[config.mk]
export PLATFORM = sky130hd
export DESIGN_NAME = cruise_driver_cmd_encoder
export DESIGN_NICKNAME = d
export VERILOG_FILES = /design/src/rtl/cruise_driver_cmd_encoder.sv
export SDC_FILE = /design/constraint.sdc
export NUM_CORES = 1
export LEC_CHECK = 0
export CORE_MARGIN = 8
export CORE_UTILIZATION = 40
export DETAILED_ROUTE_END_ITERATION = 7
export SYNTH_ARGS = -nofsm -noshare
export SYNTH_HDL_FRONTEND = slang
export SYNTH_SLANG_ARGS = --single-unit
[constraint.sdc]
create_clock -name clk -period 2.25 [get_ports clk]
set_input_delay 0.675 -clock clk [delete_from_list [all_inputs] [get_ports clk]]
set_output_delay 0.675 -clock clk [all_outputs]
set_load 0.005 [all_outputs]
[src/rtl/cruise_driver_cmd_encoder.sv]
// Cruise controller driver front end: synchronizes switch pins, debounces buttons,
// auto-repeats accel/coast and arbitrates one command pulse per cycle. Optional macro: STUCK_DETECT_EN.
module cruise_driver_cmd_encoder #(
  parameter int DEBOUNCE_CYCLES = 4,
  parameter int REPEAT_DELAY    = 8,
  parameter int REPEAT_PERIOD   = 4,
  parameter int STUCK_CYCLES    = 64
) (
  input  logic clk,
  input  logic reset,
  input  logic raw_set,
  input  logic raw_accel,
  input  logic raw_coast,
  input  logic raw_cancel,
  input  logic raw_resume,
  input  logic raw_throttle,
  input  logic raw_brake,
  output logic set,
  output logic accel,
  output logic coast,
  output logic cancel,
  output logic resume,
  output logic throttle,
  output logic brake,
  output logic stuck_fault
);

  localparam int NB       = 5;
  localparam int SET_I    = 0;
  localparam int ACCEL_I  = 1;
  localparam int COAST_I  = 2;
  localparam int CANCEL_I = 3;
  localparam int RESUME_I = 4;
  localparam int DB_W     = $clog2(DEBOUNCE_CYCLES + 1);
  localparam int RPT_MAX  = (REPEAT_DELAY > REPEAT_PERIOD) ? REPEAT_DELAY : REPEAT_PERIOD;
  localparam int RPT_W    = $clog2(RPT_MAX + 1);

  if (DEBOUNCE_CYCLES < 1 || REPEAT_PERIOD < 1 || STUCK_CYCLES < 1) begin : g_param_check
    $error("cruise_driver_cmd_encoder: DEBOUNCE_CYCLES, REPEAT_PERIOD and STUCK_CYCLES must be >= 1");
  end

  logic [6:0]      raw_vec;
  logic [6:0]      sync_p0, sync_p1;
  logic [NB-1:0]   deb, deb_d, armed;
  logic [DB_W-1:0] db_cnt [NB];
  logic [RPT_W-1:0] rpt_timer [2];
  logic [RPT_W-1:0] rpt_phase [2];
  logic [1:0]      rpt_fire;
  logic [NB-1:0]   req, grant;

  function automatic logic [NB-1:0] arbitrate(input logic [NB-1:0] r, input logic allow);
    arbitrate = '0;
    if (r[CANCEL_I])                arbitrate[CANCEL_I] = 1'b1;
    else if (allow) begin
      if (r[SET_I])                 arbitrate[SET_I]    = 1'b1;
      else if (r[RESUME_I])         arbitrate[RESUME_I] = 1'b1;
      else if (r[ACCEL_I])          arbitrate[ACCEL_I]  = 1'b1;
      else if (r[COAST_I])          arbitrate[COAST_I]  = 1'b1;
    end
  endfunction

  assign raw_vec = {raw_brake, raw_throttle, raw_resume, raw_cancel, raw_coast, raw_accel, raw_set};

  // p0 -> p1: two-flop synchronizer for every pin
  always_ff @(posedge clk) begin
    if (reset) begin
      sync_p0 <= '0;
      sync_p1 <= '0;
    end else begin
      sync_p0 <= raw_vec;
      sync_p1 <= sync_p0;
    end
  end

  // p1 -> debounced state; after reset a button must be seen low long enough before it can arm
  always_ff @(posedge clk) begin
    if (reset) begin
      deb   <= '0;
      deb_d <= '0;
      armed <= '0;
      for (int i = 0; i < NB; i++) db_cnt[i] <= '0;
    end else begin
      deb_d <= deb;
      for (int i = 0; i < NB; i++) begin
        if (!armed[i]) begin
          if (sync_p1[i]) begin
            db_cnt[i] <= '0;
          end else if (db_cnt[i] == DB_W'(DEBOUNCE_CYCLES - 1)) begin
            armed[i]  <= 1'b1;
            db_cnt[i] <= '0;
          end else begin
            db_cnt[i] <= db_cnt[i] + 1'b1;
          end
        end else if (sync_p1[i] == deb[i]) begin
          db_cnt[i] <= '0;
        end else if (db_cnt[i] == DB_W'(DEBOUNCE_CYCLES - 1)) begin
          deb[i]    <= ~deb[i];
          db_cnt[i] <= '0;
        end else begin
          db_cnt[i] <= db_cnt[i] + 1'b1;
        end
      end
    end
  end

  // Repeat timer saturates at the delay; the phase counter then spaces the repeats.
  always_ff @(posedge clk) begin
    if (reset) begin
      for (int j = 0; j < 2; j++) begin
        rpt_timer[j] <= '0;
        rpt_phase[j] <= '0;
      end
    end else begin
      for (int j = 0; j < 2; j++) begin
        if (!deb[j+1]) begin
          rpt_timer[j] <= '0;
          rpt_phase[j] <= '0;
        end else if (rpt_timer[j] != RPT_W'(REPEAT_DELAY)) begin
          rpt_timer[j] <= rpt_timer[j] + 1'b1;
        end else if (rpt_phase[j] == RPT_W'(REPEAT_PERIOD - 1)) begin
          rpt_phase[j] <= '0;
        end else begin
          rpt_phase[j] <= rpt_phase[j] + 1'b1;
        end
      end
    end
  end

  always_comb begin
    rpt_fire = '0;
    for (int j = 0; j < 2; j++)
      rpt_fire[j] = deb[j+1] && (rpt_timer[j] == RPT_W'(REPEAT_DELAY)) && (rpt_phase[j] == '0);
  end

  assign req   = (deb & ~deb_d) | {2'b00, rpt_fire, 1'b0};
  assign grant = arbitrate(req, ~brake & ~stuck_fault);

  // p1 -> outputs: registered command pulses and pedal levels
  always_ff @(posedge clk) begin
    if (reset) begin
      {resume, cancel, coast, accel, set} <= '0;
      throttle <= 1'b0;
      brake    <= 1'b0;
    end else begin
      {resume, cancel, coast, accel, set} <= grant;
      throttle <= sync_p1[5];
      brake    <= sync_p1[6];
    end
  end

`ifdef STUCK_DETECT_EN
  localparam int ST_W = $clog2(STUCK_CYCLES + 1);
  logic [ST_W-1:0] held [NB];
  logic            stuck_hit;

  always_comb begin
    stuck_hit = 1'b0;
    for (int i = 0; i < NB; i++)
      if (held[i] == ST_W'(STUCK_CYCLES)) stuck_hit = 1'b1;
  end

  always_ff @(posedge clk) begin
    if (reset) begin
      stuck_fault <= 1'b0;
      for (int i = 0; i < NB; i++) held[i] <= '0;
    end else begin
      stuck_fault <= stuck_fault | stuck_hit;
      for (int i = 0; i < NB; i++) begin
        if (!deb[i])                             held[i] <= '0;
        else if (held[i] != ST_W'(STUCK_CYCLES)) held[i] <= held[i] + 1'b1;
      end
    end
  end
`else
  assign stuck_fault = 1'b0;
`endif

endmodule

==> flow_summary.json, run 1 <==
{
  "power_per_cell_area_nw_per_um2": 820,
  "fillers": 663,
  "status": "finished, final reports clean",
  "crit_path_end_kind": "primary output",
  "detail_route.wl_per_cell_um": 11.1,
  "ir_worst_vdd_mv": 0.355,
  "multi_input_area_um2": 1080,
  "num_rows": 30,
  "cts.path.max_buffers": 2,
  "cts_setup_buffers": 0,
  "totalWireLength_mm": 4.19,
  "tritoncts.num_buffers": 9,
  "ant_diodes": 0,
  "first_global_vias": 1674,
  "syn_area_per_cell_um2": 11.4,
  "max_stage_delay_ns": 0.51,
  "crit_family": "buffers and inverters",
  "cts_tree": "built",
  "clock_latency_ns": 0.34,
  "min_path_type": "reg2reg",
  "cp_num_buf_inv": 1,
  "fin_nets": 306,
  "antenna_violations_before_repair": 0,
  "clock_slew_at_the_register_clock_pins_of_the_worst_setup_and_hold_paths_ns": 0.07,
  "final-setup-viol-count": 0,
  "io-pin-count": 17,
  "track_usage_pct": 9.31,
  "number_of_synthesized_flops_with_an_enable_pin": 31,
  "design.die.area_um2": 10000,
  "hpwl_mm": 3.00,
  "globalRoute.totalOverflow": 0,
  "count_of_state_elements_after_synthesis": 67,
  "gpl.final_weighted_congestion": 0.747,
  "worst-endpoint-arrival_ns": 1.20,
  "final_min_period_over_clock_period_pct": 83.4,
  "syn-instance-count": 249,
  "detailedRoute.firstPassIterationCount": 4,
  "die_width_um": 100,
  "via_count": 1702,
  "rrSetupSlack_ns": 0.55,
  "startpoint": "brake$_SDFF_PP0_",
  "ys.flop_type": "dfxtp_1",
  "layout-drive-gt1-share_pct": 6.76,
  "cts_sinks": 67,
  "postCtsResizedCells": 0,
  "initial_utilization_pct": 41.4,
  "critical_path_type": "reg2out",
  "final_period_minus_worst_setup_slack_ns": 1.88,
  "rsz0062_at_grt": "no",
  "finalMaxSlewViolations": 0,
  "placement.io_buffers": 15,
  "path_cells": "clkdlybuf4s50_1",
  "h-tree-depth": 3,
  "dpl_cell_area_um2": 3100,
  "r2r-start": "db_cnt[0][0]$_SDFFCE_PN0P_",
  "ctsHoldBuffers": 0,
  "grt_max_degree": 24,
  "root_cell_of_the_clock_tree": "clkbuf_8",
  "ys_warn_count": 0,
  "route.antenna.remaining_nets": 0,
  "required_ns": 1.57,
  "seqCellArea_um2": 1650,
  "synthToLayoutAreaGrowth_pct": 17.0,
  "highest_delay_cell_along_the_critical_path": "clkdlybuf4s50_1",
  "design.core.area_um2": 6830,
  "worstPathMaxFanout": 2,
  "final.hold.worst_slack_ns": 0.427,
  "grt_first_pass_wirelength_mm": 7.27,
  "fmax_ghz": 0.533,
  "maxCapViolations": 0,
  "hp-start": "deb_d[2]$_SDFF_PP0_",
  "number_of_design_rule_violations_left_after_detail_routing": 0,
  "timing_hold_violations_final": 0,
  "worst_clock_skew_ns": 0.00834,
  "netlist-cell-type-count": 35,
  "die_y_um": 100,
  "fin_setup_tns_ns": 0,
  "asyncSetResetFlopFracSynth_pct": 0,
  "initialDrtViolationCount": 48,
  "postLayoutCellArea_um2": 3310,
  "startpoint_type": "flip-flop",
  "synth_seq_area_share_pct": 58.4,
  "cellLeakagePower_uw": 0.00124,
  "avgViaCountPerCell": 4.51,
  "netlist_area_um2": 2830
}
## layout by cell type (no fill, tap or decap)
master and instances:
nor2_1 19, o22ai_1 1, nor2b_1 21, inv_1 23
nand3_1 10, o21ai_0 1, and2b_1 3, nor2b_2 1
ha_1 21, nand2_1 13, buf_4 2, clkdlybuf4s50_1 14
nor4b_1 5, clkinvlp_4 1, clkbuf_1 2, nor4_1 10
xor2_1 4, or4b_1 3, conb_1 7, bufinv_16 2
a211oi_1 2, and3b_1 1, a21oi_1 11, clkinv_2 2
xnor2_1 7, nand4bb_1 1, a2111oi_0 1, nand3b_1 2
dfxtp_1 36, nor3b_1 3, clkbuf_8 9, edfxtp_1 31
o2111ai_1 1, nor3_1 2, mux2_2 1, and4b_1 1
and3_1 1, buf_2 1, nand2b_1 5
## cells in the mapped netlist (2+ instances only)
library cell	n	area, µm²
dfxtp_1	36	721
edfxtp_1	31	931
inv_1	23	86.3
ha_1	21	263
nor2b_1	21	131
nor2_1	19	71.3
nand2_1	13	48.8
a21oi_1	11	55.1
nand3_1	10	50.1
nor4_1	10	62.6
xnor2_1	7	61.3
nand2b_1	5	31.3
nor4b_1	5	43.8
xor2_1	4	35.0
and2b_1	3	22.5
buf_1	3	11.3
nor3b_1	3	22.5
or4b_1	3	30.0
a211oi_1	2	15.0
conb_1	2	7.51
nand3b_1	2	15.0
nor3_1	2	10.0
## path summary, 6_finish.rpt
path,to,cells past startpoint
max,brake,1
min,coast$_SDFF_PP0_,1
max reg2reg,db_cnt[0][0]$_SDFFCE_PN0P_,3
min reg2reg,coast$_SDFF_PP0_,1
## state kept, by name, indices dropped and copies added, names as in the netlist
name	count
accel	1
armed	5
brake	1
cancel	1
coast	1
db_cnt	15
deb	5
deb_d	5
resume	1
rpt_phase	8
rpt_timer	8
set	1
sync_p0	7
sync_p1	7
throttle	1
## final cells by class
type | count | share of cell area [%]
sequential | 67 | 49.9
multi-input combinational | 158 | 32.7
timing repair buffer | 17 | 4.84
clock buffer | 11 | 3.97
tap | 96 | 3.63
inverter | 23 | 2.61
clock inverter | 5 | 2.35
## cell families after synthesis
logic type	share of synthesized area, %
and+or+nand+nor	20.7
DFF	58.4
buffers and inverters	4.03
adders and majority gates	9.30
AOI/OAI and AO/OA	3.50
xor gates and xnor gates	3.41
other	0.266
muxes	0.398
## stage by stage
step / utilization (%) / cells / total power, µW / setup WS [ns]
detailed placement: 45.3 / 361 / 1690 / 0.424
finish: 48.4 / 377 / 2710 / 0.373
floorplan: - / 254 / 1630 / 0.601
CTS: 48.4 / 377 / 2750 / 0.339
global placement: 45.3 / 361 / 1690 / 0.466
global route: 48.4 / 377 / 2850 / 0.316
## where the power goes
part	internal [µW]	switching [µW]	total [µW]
registers	1380	37.9	1420
logic	121	124	245
clock network	621	429	1050
## per-layer routing
layer	routed length, µm	GRT usage [%]	share of wire (%)
met1	2100	10.8	50
met2	1800	13.9	43
met3	157	3.25	3.7
met4	128	6.98	3.1
met5	0	0	0
(Power assumes the default switching activity.)
==> run 2, diff against run 1 <==
==> constraint.sdc (replaced) <==
create_clock -name clk -period 1.8 [get_ports clk]
set_input_delay 0.54 -clock clk [delete_from_list [all_inputs] [get_ports clk]]
set_output_delay 0.54 -clock clk [all_outputs]
set_load 0.005 [all_outputs]
==> run 2 against run 1 <==
Critical endpoint unchanged. Routed wire length down 2.5%. Sequential share of layout area is 0.11 points lower. Core utilization rose by 0.11 points. Sequential power up 25%. Critical path depth did not move.
==> flow_summary.json, run 2 (same netlist as run 1, synthesis figures left out) <==
{
  "gpl.final_weighted_congestion": 0.682,
  "die_width_um": 100,
  "io-pin-count": 17,
  "cellLeakagePower_uw": 0.00125,
  "finish.cell_count_without_fillers": 379,
  "design.die.area_um2": 10000,
  "power_report.internal_total_uw": 2580,
  "cp_num_buf_inv": 1,
  "worst_slack_ns": 0.0647,
  "first_global_vias": 1699,
  "net_sw_share_pct": 21.6,
  "final_core_utilization_pct": 48.5,
  "final_min_period_over_clock_period_pct": 96.4,
  "reg2reg_depth": 3,
  "detailedRoute.firstPassIterationCount": 4,
  "worstPathMaxFanout": 2,
  "multi_input_area_um2": 1080,
  "ctsHoldBuffers": 0,
  "ant_diodes": 0,
  "antenna_violations_before_repair": 0,
  "flip_flop_count_of_the_largest_register_all_copies_and_words_added": 15,
  "cts_sinks": 67,
  "highest_delay_cell_along_the_critical_path": "clkdlybuf4s50_1",
  "worst-endpoint-arrival_ns": 1.20,
  "initial_utilization_pct": 41.4,
  "max_stage_delay_ns": 0.51,
  "final-setup-viol-count": 0,
  "seq_power_share_pct": 53.9,
  "most_flop_heavy_register": "db_cnt",
  "crit_path_end_kind": "primary output",
  "final_period_minus_worst_setup_slack_ns": 1.74,
  "design.core.area_um2": 6830,
  "clock_power_share_pct": 36.6,
  "dpl_worst_slack_ns": 0.107,
  "worstSetupPathDepth": 1,
  "h-tree-depth": 3,
  "cts_tree": "built",
  "rr_endpoint": "db_cnt[0][0]$_SDFFCE_PN0P_",
  "timing_hold_violations_final": 0,
  "rrSetupSlack_ns": 0.08,
  "worst_clock_skew_ns": 0.00384,
  "clock_latency_ns": 0.33,
  "grt_first_pass_wirelength_mm": 7.28,
  "avgViaCountPerCell": 4.45,
  "postCtsResizedCells": 0,
  "hpwl_mm": 2.93,
  "finalMaxSlewViolations": 0,
  "tritoncts.num_buffers": 9,
  "final_cell_mix": "36 x dfxtp_1, 31 x edfxtp_1, 23 x inv_1",
  "placement.io_buffers": 15,
  "route.antenna.remaining_nets": 0,
  "synthToLayoutAreaGrowth_pct": 17.3,
  "track_usage_pct": 9.16,
  "number_of_design_rule_violations_left_after_detail_routing": 0,
  "critical_path_type": "reg2out",
  "root_cell_of_the_clock_tree": "clkbuf_8",
  "cts.path.max_buffers": 2,
  "timing.critical_path.to": "brake",
  "cts_setup_buffers": 0,
  "required_ns": 1.26,
  "instance_count_along_the_most_critical_hold_path": 1,
  "startpoint": "brake$_SDFF_PP0_",
  "via_count": 1685,
  "layout_commonest_cell": "dfxtp_1",
  "initialDrtViolationCount": 77,
  "seqCellArea_um2": 1650,
  "detail_route.wl_per_cell_um": 10.8,
  "registers_with_the_highest_flip_flop_counts": "db_cnt (15), rpt_phase (8), rpt_timer (8)",
  "fillers": 630,
  "die_y_um": 100,
  "layout-drive-gt1-share_pct": 7.07,
  "fmax_ghz": 0.576,
  "path_cells": "clkdlybuf4s50_1",
  "switchingPower_uw": 713,
  "grt_max_degree": 22,
  "power.share.combinational_pct": 9.5,
  "r2r-start": "db_cnt[0][0]$_SDFFCE_PN0P_",
  "rsz0062_at_grt": "no",
  "ir_worst_vdd_mv": 0.576,
  "crit_family": "buffers and inverters",
  "startpoint_type": "flip-flop",
  "fin_setup_tns_ns": 0,
  "totalWireLength_mm": 4.08,
  "maxCapViolations": 0,
  "clock_slew_at_the_register_clock_pins_of_the_worst_setup_and_hold_paths_ns": 0.07,
  "power_per_cell_area_nw_per_um2": 994,
  "num_rows": 30,
  "globalRoute.totalOverflow": 0,
  "min_path_type": "reg2reg",
  "cell_count_post_placement": 363,
  "status": "finished, final reports clean",
  "total_power_uw": 3290,
  "fin_nets": 308
}
[run 2: worst min path at each step]
stage	end	slack (ns)	start
3_5_place_dp	sync_p1[2]$_SDFF_PP0_	0.42	sync_p0[2]$_SDFF_PP0_
4_1_cts	coast$_SDFF_PP0_	0.44	deb_d[2]$_SDFF_PP0_
3_3_place_gp	brake$_SDFF_PP0_	0.42	sync_p1[6]$_SDFF_PP0_
5_1_grt	sync_p1[2]$_SDFF_PP0_	0.46	sync_p0[2]$_SDFF_PP0_
6_report	coast$_SDFF_PP0_	0.43	deb_d[2]$_SDFF_PP0_
2_1_floorplan	coast$_SDFF_PP0_	0.40	deb_d[2]$_SDFF_PP0_
[run 2: final cells by class]
class | instances | area share (%)
sequential | 67 | 49.8
multi-input combinational | 158 | 32.6
clock buffer | 16 | 6.08
timing repair buffer | 19 | 5.29
tap | 96 | 3.62
inverter | 23 | 2.60
[run 2: per-stage QoR]
stage | hold WS [ns] | instance area (µm²)
6_report | 0.434 | 3310
5_1_grt | 0.455 | 3310
3_5_place_dp | 0.424 | 3110
2_1_floorplan | 0.400 | 2850
3_3_place_gp | 0.418 | 3110
4_1_cts | 0.437 | 3310
[run 2: power groups by stage]
stage,combinational [µW],clock (µW),sequential (µW)
2_1_floorplan,238,0,1800
3_3_place_gp,307,0,1800
3_5_place_dp,313,0,1810
4_1_cts,315,1250,1780
5_1_grt,374,1300,1790
6_report,312,1200,1780
[run 2: per-layer routing]
layer	track usage, %	vias to the layer above	share of wire [%]
met4	3.37	0	0.71
met3	4.91	4	6.1
li1	-	906	-
met2	14.0	27	43
met5	0	-	0
met1	10.6	748	50
==> run 3, diff against run 2 <==
--- a/config.mk
+++ b/config.mk
@@ -6,7 +6,7 @@
 export NUM_CORES = 1
 export LEC_CHECK = 0
 export CORE_MARGIN = 8
-export CORE_UTILIZATION = 40
+export CORE_UTILIZATION = 36
 export DETAILED_ROUTE_END_ITERATION = 7
 export SYNTH_ARGS = -nofsm -noshare
 export SYNTH_HDL_FRONTEND = slang
==> constraint.sdc (replaced) <==
create_clock -name clk -period 2 [get_ports clk]
set_input_delay 0.6 -clock clk [delete_from_list [all_inputs] [get_ports clk]]
set_output_delay 0.6 -clock clk [all_outputs]
set_load 0.005 [all_outputs]
==> run 3 against run 2 <==
Sequential power fell by 10%. Global-route usage decreased by 0.60 points. Die area is 9.3% higher. Final cell count grew 1.3%. Total power decreased by 9.6%. Largest power group unchanged.
==> flow_summary.json, run 3 (same netlist as run 1, synthesis figures left out) <==
{
  "status": "finished, final reports clean",
  "root_cell_of_the_clock_tree": "clkbuf_8",
  "avgViaCountPerCell": 4.50,
  "clock_power_share_pct": 37.1,
  "most_flop_heavy_register": "db_cnt",
  "layout-drive-gt1-share_pct": 7.09,
  "startpoint_type": "flip-flop",
  "required_ns": 1.40,
  "max_stage_delay_ns": 0.52,
  "antenna_violations_before_repair": 0,
  "cts_setup_buffers": 0,
  "placement.io_buffers": 15,
  "dpl_cell_area_um2": 3110,
  "cts.path.max_buffers": 2,
  "num_rows": 32,
  "die_width_um": 105,
  "final_period_minus_worst_setup_slack_ns": 1.81,
  "cts_tree": "built",
  "final-setup-viol-count": 0,
  "power_per_cell_area_nw_per_um2": 898,
  "crit_path_end_kind": "primary output",
  "crit_family": "buffers and inverters",
  "path_cells": "clkdlybuf4s50_1",
  "io-pin-count": 17,
  "tritoncts.num_buffers": 9,
  "total_power_uw": 2980,
  "flip_flop_count_of_the_largest_register_all_copies_and_words_added": 15,
  "track_usage_pct": 8.56,
  "switchingPower_uw": 659,
  "final_cell_mix": "36 x dfxtp_1, 31 x edfxtp_1, 23 x inv_1",
  "h-tree-depth": 3,
  "fin_setup_tns_ns": 0,
  "power.share.combinational_pct": 9.2,
  "design.core.area_um2": 7690,
  "gpl.final_weighted_congestion": 0.713,
  "die_y_um": 105,
  "ir_worst_vdd_mv": 0.345,
  "clock_latency_ns": 0.33,
  "maxCapViolations": 0,
  "grt_first_pass_wirelength_mm": 7.70,
  "layout_commonest_cell": "dfxtp_1",
  "hpwl_mm": 3.04,
  "route.antenna.remaining_nets": 0,
  "detail_route.wl_per_cell_um": 11.0,
  "seq_power_share_pct": 53.7,
  "timing_hold_violations_final": 0,
  "worst_clock_skew_ns": 0.00777,
  "ctsHoldBuffers": 0,
  "net_sw_share_pct": 22.2,
  "reg2reg_depth": 3,
  "first_global_vias": 1740,
  "initial_utilization_pct": 36.8,
  "totalWireLength_mm": 4.22,
  "worstPathMaxFanout": 2,
  "finalMaxSlewViolations": 0,
  "design.die.area_um2": 10900,
  "rsz0062_at_grt": "no",
  "grt_max_degree": 18,
  "cp_num_buf_inv": 1,
  "instance_count_along_the_most_critical_hold_path": 1,
  "fmax_ghz": 0.553,
  "finish.cell_count_without_fillers": 384,
  "cts_sinks": 67,
  "final_min_period_over_clock_period_pct": 90.4,
  "postCtsResizedCells": 0,
  "synthToLayoutAreaGrowth_pct": 17.3,
  "globalRoute.totalOverflow": 0,
  "number_of_design_rule_violations_left_after_detail_routing": 0,
  "highest_delay_cell_along_the_critical_path": "clkdlybuf4s50_1",
  "postLayoutCellArea_um2": 3320,
  "detailedRoute.firstPassIterationCount": 4,
  "min_path_type": "reg2reg",
  "worstSetupPathDepth": 1,
  "worst-endpoint-arrival_ns": 1.21,
  "power_report.internal_total_uw": 2320,
  "initialDrtViolationCount": 33,
  "clock_slew_at_the_register_clock_pins_of_the_worst_setup_and_hold_paths_ns": 0.07,
  "cell_count_post_placement": 368,
  "registers_with_the_highest_flip_flop_counts": "db_cnt (15), rpt_phase (8), rpt_timer (8)",
  "fin_nets": 307,
  "cellLeakagePower_uw": 0.00125,
  "critical_path_type": "reg2out",
  "ant_diodes": 0,
  "via_count": 1728
}
## run 3: changes by cell type in the layout (fill, tap and decap cells not counted), sizes merged
cell | previous run | this run
clkbuf | 16 | 15
buf | 5 | 4
clkinv | 0 | 1
## run 3: final cells by class
cell class              count  area [µm²]
clock buffers              15         198
fillers                   748        4370
repair buffers             18         168
multi-input cells         158        1080
well taps                 102         128
inverters                  23        86.3
clock inverters             1        5.00
flip-flops and latches     67        1650
## run 3: worst paths after layout
| kind | slack [ns] | start | endpoint |
|---|---|---|---|
| worst max-delay path | 0.19 | brake$_SDFF_PP0_ | brake |
| worst max register to register | 0.26 | db_cnt[0][0]$_SDFFCE_PN0P_ | db_cnt[0][0]$_SDFFCE_PN0P_ |
| worst min-delay path | 0.43 | sync_p1[6]$_SDFF_PP0_ | brake$_SDFF_PP0_ |
| worst min register to register | 0.43 | sync_p1[6]$_SDFF_PP0_ | brake$_SDFF_PP0_ |
## run 3: per-layer routing
metal  global-route usage [%]  wire length, µm  vias up
met3                     2.76              161       10
met1                     10.4             2150      790
met4                     5.50               97        0
li1                         -                -      905
met2                     12.9             1810       23
met5                        0                0        -
## run 3: power groups by stage
stage / sequential, µW / combinational [µW] / clock, µW
after floorplan: 1620 / 214 / 0
after global placement: 1620 / 274 / 0
after detailed placement: 1630 / 280 / 0
after CTS: 1600 / 280 / 1140
after global routing: 1610 / 319 / 1200
final: 1600 / 275 / 1100
## run 3: metrics by stage
step | utilization (%) | setup slack [ns] | hold slack [ns]
global placement | 40.5 | 0.286 | 0.417
CTS | 43.1 | 0.145 | 0.437
global route | 43.1 | 0.0910 | 0.445
finish | 43.1 | 0.191 | 0.435
detailed placement | 40.5 | 0.234 | 0.418
floorplan | - | 0.370 | 0.400
